### src/rtl/pio_event_sequencer.sv
// Avalon-MM master servicing one edge-capture PIO: programs irq_mask, reads and clears
// edge_capture on irq, samples the input level and queues {edges, level} event records.
module pio_event_sequencer #(
  parameter int unsigned     WIDTH      = 32,
  parameter int unsigned     FIFO_DEPTH = 4,
  parameter logic [WIDTH-1:0] MASK_INIT = {WIDTH{1'b1}}
) (
  input  logic                         clk,
  input  logic                         reset_n,
  input  logic                         i_enable,
  input  logic                         i_mask_load,
  input  logic [WIDTH-1:0]             i_mask_value,
  output logic [1:0]                   o_pio_address,
  output logic                         o_pio_chipselect,
  output logic                         o_pio_write_n,
  output logic [WIDTH-1:0]             o_pio_writedata,
  input  logic [WIDTH-1:0]             i_pio_readdata,
  input  logic                         i_pio_irq,
  output logic                         o_evt_valid,
  input  logic                         i_evt_ready,
  output logic [WIDTH-1:0]             o_evt_edges,
  output logic [WIDTH-1:0]             o_evt_level,
  output logic [$clog2(FIFO_DEPTH):0]  o_fifo_count,
  output logic                         o_overflow,
  input  logic                         i_overflow_clr,
  output logic                         o_busy
);

  localparam int unsigned AW = $clog2(FIFO_DEPTH);
  localparam int unsigned CW = AW + 1;

  typedef enum logic [2:0] {
    StInit, StWrMask, StIdle, StRdCap, StClr, StRdLvl, StLvlData
  } state_e;

  state_e           r_state, w_state_next;
  logic             r_mask_pend, w_mask_pend_next;
  logic [WIDTH-1:0] r_mask;
  logic [WIDTH-1:0] r_edge;

  logic             r_cs, w_cs;
  logic             r_wn, w_wn;
  logic [1:0]       r_addr, w_addr;
  logic [WIDTH-1:0] r_wdata, w_wdata;

  // Bus outputs are decoded from the next state so they change on the entering edge.
  always_comb begin
    w_state_next     = r_state;
    w_cs             = 1'b0;
    w_wn             = 1'b1;
    w_addr           = 2'd0;
    w_wdata          = '0;
    w_mask_pend_next = r_mask_pend | i_mask_load;

    unique case (r_state)
      StInit:    w_state_next = StWrMask;
      StWrMask:  w_state_next = StIdle;
      StIdle: begin
        if (r_mask_pend) begin
          w_state_next = StWrMask;
        end else if (i_enable && i_pio_irq) begin
          w_state_next = StRdCap;
        end
      end
      StRdCap:   w_state_next = StClr;
      StClr:     w_state_next = StRdLvl;
      StRdLvl:   w_state_next = StLvlData;
      StLvlData: w_state_next = StIdle;
      default:   w_state_next = StInit;
    endcase

    unique case (w_state_next)
      StWrMask: begin
        w_cs   = 1'b1;
        w_wn   = 1'b0;
        w_addr = 2'd2;
        if (r_state == StInit) begin
          w_wdata = MASK_INIT;
        end else begin
          w_wdata = i_mask_load ? i_mask_value : r_mask;
        end
      end
      StRdCap: begin
        w_cs   = 1'b1;
        w_addr = 2'd3;
      end
      StClr: begin
        w_cs    = 1'b1;
        w_wn    = 1'b0;
        w_addr  = 2'd3;
        w_wdata = '1;
      end
      StRdLvl: begin
        w_cs   = 1'b1;
        w_addr = 2'd0;
      end
      default: ;
    endcase

    // The reset-time MASK_INIT write must not swallow a mask loaded during StInit.
    if (r_state == StIdle && w_state_next == StWrMask) begin
      w_mask_pend_next = 1'b0;
    end
  end

  always_ff @(posedge clk or negedge reset_n) begin
    if (!reset_n) begin
      r_state     <= StInit;
      r_mask_pend <= 1'b0;
      r_mask      <= MASK_INIT;
      r_edge      <= '0;
      r_cs        <= 1'b0;
      r_wn        <= 1'b1;
      r_addr      <= 2'd0;
      r_wdata     <= '0;
    end else begin
      r_state     <= w_state_next;
      r_mask_pend <= w_mask_pend_next;
      if (i_mask_load) begin
        r_mask <= i_mask_value;
      end
      if (r_state == StClr) begin
        r_edge <= i_pio_readdata;
      end
      r_cs    <= w_cs;
      r_wn    <= w_wn;
      r_addr  <= w_addr;
      r_wdata <= w_wdata;
    end
  end

  // Event FIFO, first-word fall-through.
  logic [WIDTH-1:0] r_fifo_edges [FIFO_DEPTH];
  logic [WIDTH-1:0] r_fifo_level [FIFO_DEPTH];
  logic [AW-1:0]    r_wr_ptr, r_rd_ptr;
  logic [CW-1:0]    r_count;
  logic             r_overflow;
  logic             w_push, w_pop, w_full, w_push_ok, w_drop;

  always_comb begin
    w_push    = (r_state == StLvlData) && (r_edge != '0);
    w_full    = (r_count == CW'(FIFO_DEPTH));
    w_pop     = (r_count != '0) && i_evt_ready;
    w_push_ok = w_push && (!w_full || w_pop);
    w_drop    = w_push && !w_push_ok;
  end

  always_ff @(posedge clk) begin
    if (w_push_ok) begin
      r_fifo_edges[r_wr_ptr] <= r_edge;
      r_fifo_level[r_wr_ptr] <= i_pio_readdata;
    end
  end

  always_ff @(posedge clk or negedge reset_n) begin
    if (!reset_n) begin
      r_wr_ptr   <= '0;
      r_rd_ptr   <= '0;
      r_count    <= '0;
      r_overflow <= 1'b0;
    end else begin
      if (w_push_ok) begin
        r_wr_ptr <= r_wr_ptr + AW'(1);
      end
      if (w_pop) begin
        r_rd_ptr <= r_rd_ptr + AW'(1);
      end
      if (w_push_ok && !w_pop) begin
        r_count <= r_count + CW'(1);
      end else if (!w_push_ok && w_pop) begin
        r_count <= r_count - CW'(1);
      end
      if (w_drop) begin
        r_overflow <= 1'b1;
      end else if (i_overflow_clr) begin
        r_overflow <= 1'b0;
      end
    end
  end

  assign o_pio_address    = r_addr;
  assign o_pio_chipselect = r_cs;
  assign o_pio_write_n    = r_wn;
  assign o_pio_writedata  = r_wdata;
  assign o_evt_valid      = (r_count != '0);
  assign o_evt_edges      = r_fifo_edges[r_rd_ptr];
  assign o_evt_level      = r_fifo_level[r_rd_ptr];
  assign o_fifo_count     = r_count;
  assign o_overflow       = r_overflow;
  assign o_busy           = (r_state != StIdle);

endmodule

### config.mk
export PLATFORM = sky130hd
export DESIGN_NAME = pio_event_sequencer
export DESIGN_NICKNAME = d
export VERILOG_FILES = /design/src/rtl/pio_event_sequencer.sv
export SDC_FILE = /design/constraint.sdc
export NUM_CORES = 1
export LEC_CHECK = 0
export ABC_AREA = 1
export BUFFER_PORTS_ARGS = -buffer_cell sky130_fd_sc_hd__buf_2
export CORE_MARGIN = 2
export CORE_UTILIZATION = 57
export DETAILED_ROUTE_END_ITERATION = 8
export PLACE_DENSITY_LB_ADDON = 0.25
export SKIP_LAST_GASP = 1
export SLEW_MARGIN = 10
export SYNTH_ARGS = -nofsm -noshare
export SYNTH_HDL_FRONTEND = slang
export SYNTH_SLANG_ARGS = --single-unit
### constraint.sdc
create_clock -name clk -period 5.28 [get_ports clk]
set_input_delay 0.528 -clock clk [delete_from_list [all_inputs] [get_ports clk]]
set_output_delay 0.528 -clock clk [all_outputs]
set_load 0.05 [all_outputs]
==> impl_metrics.csv <==
group,metric,value,unit
die,die_w,160,µm
clocking,h-tree-depth,2,
sta,final_max_slew_viol_count,0,
die,die_area,0.0256,mm²
sta,rsz0062_at_grt,"false",
routing,wire_per_inst,18.9,µm
routing,wl,29.1,mm
sta,finalSetupTns,0,ns
clocking,cts_tree,"done",
sta,fin_skew,0.0147,ns
setup_path,crit_path_end_kind,"output port",
routing,antenna_left,0,
sta,period_needed,3.82,ns
yosys,netlist_instances,1013,
grt,grt_pass1_wl,46.8,mm
sta,max_slew_margin,23.6,%
grt,grt_pass1_vias,8805,
die,floorplan.initialDensity,57.7,%
place,dpl-instance-area,0.0151,mm²
final_layout,design_area,0.0163,mm²
clocking,path_clk_slew,0.06,ns
routing,vias_per_cell,5.60,
final_layout,drive_gt1_share,28.1,%
routing,drt_drc_violations_left,0,
die,row_count,57,
yosys,async_reset_ff_share,30.4,%
clocking,cts_hold_buf,0,
pwr,power_density,667,mW/mm²
routing,dr.pass1.iters,5,
setup_path,path_class,"reg2out",
setup_path,worstPathMaxFanout,102,
sta,fmax,0.262,GHz
place,routabilityCongestion,0.814,
status,status,"finished, final reports clean",
sta,hold_slack,0.0698,ns
yosys,synth_area,0.0139,mm²
clocking,cts_setup_buffers,0,
pwr,vdd_drop_max,0.000442,V
grt,grt_util_all_layers,23.2,%
yosys,synth-edff-count,256,
clocking,cts_buffer_depth,3,
place,place_inst,1467,
setup_path,cp.required,4.75,ns
run,maxCapViolCount,0,
clocking,cts_resized,0,
setup_path,critPathArrivalTime,3.29,ns
grt,antenna_found_initial,0,
final_layout,layout.cells.non_filler,1537,
die,core,0.0241,mm²
clocking,cts_buffers,38,
pwr,leakage,6.18,nW
pwr,finalPower,10.9,mW
yosys,yosysUniqueCellTypes,30,
yosys,synth_area_leader_cell,"edfxtp_1",
clocking,clk_root_buffer_cell,"clkbuf_16",
final_layout,fill_cells,1806,
min_path,hold_path_class,"in2async",
sta,final-setup-viol-count,0,
final_layout,area_delta_synth_final,17.2,%
yosys,synth-main-ff-cell,"edfxtp_1",
grt,grt_max_degree,103,
setup_path,startpoint_type,"flop",
yosys,yosysWarnings,0,
routing,vias,8601,
sta,period_share,72.3,%
sta,finalHoldViolCount,0,
clocking,clkLatencyLatePin,0.52,ns
place,portBuffers,176,
routing,drt_iter0_drc,716,
yosys,syn-num-nets,1090,
grt,grt_overflow_total,0,
yosys,yosys.area.top_type_share,55.3,%
final_layout,num-nets-final,1260,
sta,worst_pin_slew,1.14,ns
place,dp_hpwl,16.6,mm
die,ios,177,
yosys,ys_seq_area_share,75.8,%
yosys,synthTopCellsByArea,"edfxtp_1, dfrtp_1, dfstp_2, o21ai_0, nor2_1",
clocking,cts_sinks,368,
yosys,synth_seq_cells,368,
yosys,avgSynthCellArea,13.7,µm²
die,die_h,160,µm
## flip-flops by register name, summed over array words and instances (netlist names), 3 cells and up
register         cells
o_fifo_count         3
r_mask              32
r_edge              32
r_fifo_level       128
r_fifo_edges       128
o_pio_writedata     32
r_state              3
## path summary, 6_finish.rpt
check,startpoint,to,slack (ns),depth (start not counted)
worst min-delay path,reset_n,r_edge[13],0.07,1
worst max-delay path,r_rd_ptr[0],o_evt_edges[21],1.46,5
min in group clk,i_overflow_clr,o_overflow,0.21,2
worst min register to register,r_edge[15],r_fifo_edges[2][15],0.51,0
worst max register to register,r_edge[11],r_fifo_edges[1][11],2.34,8
max in group asynchronous,reset_n,o_pio_writedata[9],3.97,2
## stage by stage
stage	util, %	setup slack, ns
6_report	67.5	1.46
3_3_place_gp	62.5	2.04
4_1_cts	67.5	1.44
2_1_floorplan	-	0.990
5_1_grt	67.5	1.21
3_5_place_dp	62.5	2.00
## placed cells by master (no fill, tap or decap), types with 2 or more instances in the layout
cell type and n:
o21ai_1 8, xor2_1 2, clkinv_2 7, bufinv_16 3, clkbuf_8 4, a21oi_1 21, o22ai_1 65, ha_1 5
o21ai_0 156, buf_4 13, dfrtp_1 77, nand4_1 3, inv_2 4, nand2_1 21, nor2_4 5, buf_2 175
clkinv_1 7, clkbuf_1 7, inv_1 35, clkbuf_16 39, dfstp_2 33, nor2_1 198, edfxtp_1 256, nand3_1 5
mux2_2 47
## cell usage after synthesis (21+ instances only)
master    instances
nand2_1          22
dfrtp_1          79
inv_1            35
o21ai_0         156
edfxtp_1        256
a21oi_1          21
nor2_1          202
dfstp_2          33
buf_2            24
clkbuf_1         26
o22ai_1          65
mux2_2           47
## per-layer routing
layer | track usage (%) | routed length (µm) | vias up
met1 | 31.2 | 12500 | 4275
met3 | 6.57 | 2410 | 51
met5 | 0 | 0 | -
met2 | 37.2 | 13700 | 292
met4 | 7.25 | 560 | 0
li1 | - | - | 3983
## logic make-up (layout without fill, tap and decap cells)
| kind of cell | Yosys count | count (layout) | synth area share, % |
|---|---|---|---|
| and+or+nand+nor | 238 | 238 | 6.77 |
| other | 0 | 1 | 0 |
| xor gates and xnor gates | 3 | 3 | 0.189 |
| buffers and inverters | 99 | 298 | 3.10 |
| muxes | 48 | 48 | 3.89 |
| adders and majority gates | 6 | 6 | 0.594 |
| DFF | 368 | 368 | 75.8 |
| AOI/OAI and AO/OA | 251 | 251 | 9.68 |
## critical path, stage by stage, from the launching register on
cell and delay (ns):
dfrtp_4 0.72, clkinv_2 0.36, buf_4 0.77, o21ai_0 0.23, o22ai_1 0.26, buf_2 0.31
## power by group
part	switching, mW	internal [mW]
Combinational	3.26	0.954
Clock	1.04	1.55
Sequential	0.352	3.70
## final cells by class
class | count | area [µm²] | share of cell area (%)
antenna | 1 | 2.50 | 0.0154
tap | 324 | 405 | 2.49
timing repair buffer | 189 | 993 | 6.10
clock inverter | 19 | 168 | 1.03
inverter | 40 | 151 | 0.930
sequential | 368 | 10500 | 64.7
clock buffer | 50 | 1060 | 6.49
multi-input combinational | 546 | 2970 | 18.2
No activity file was read; power rests on OpenSTA's default activity.
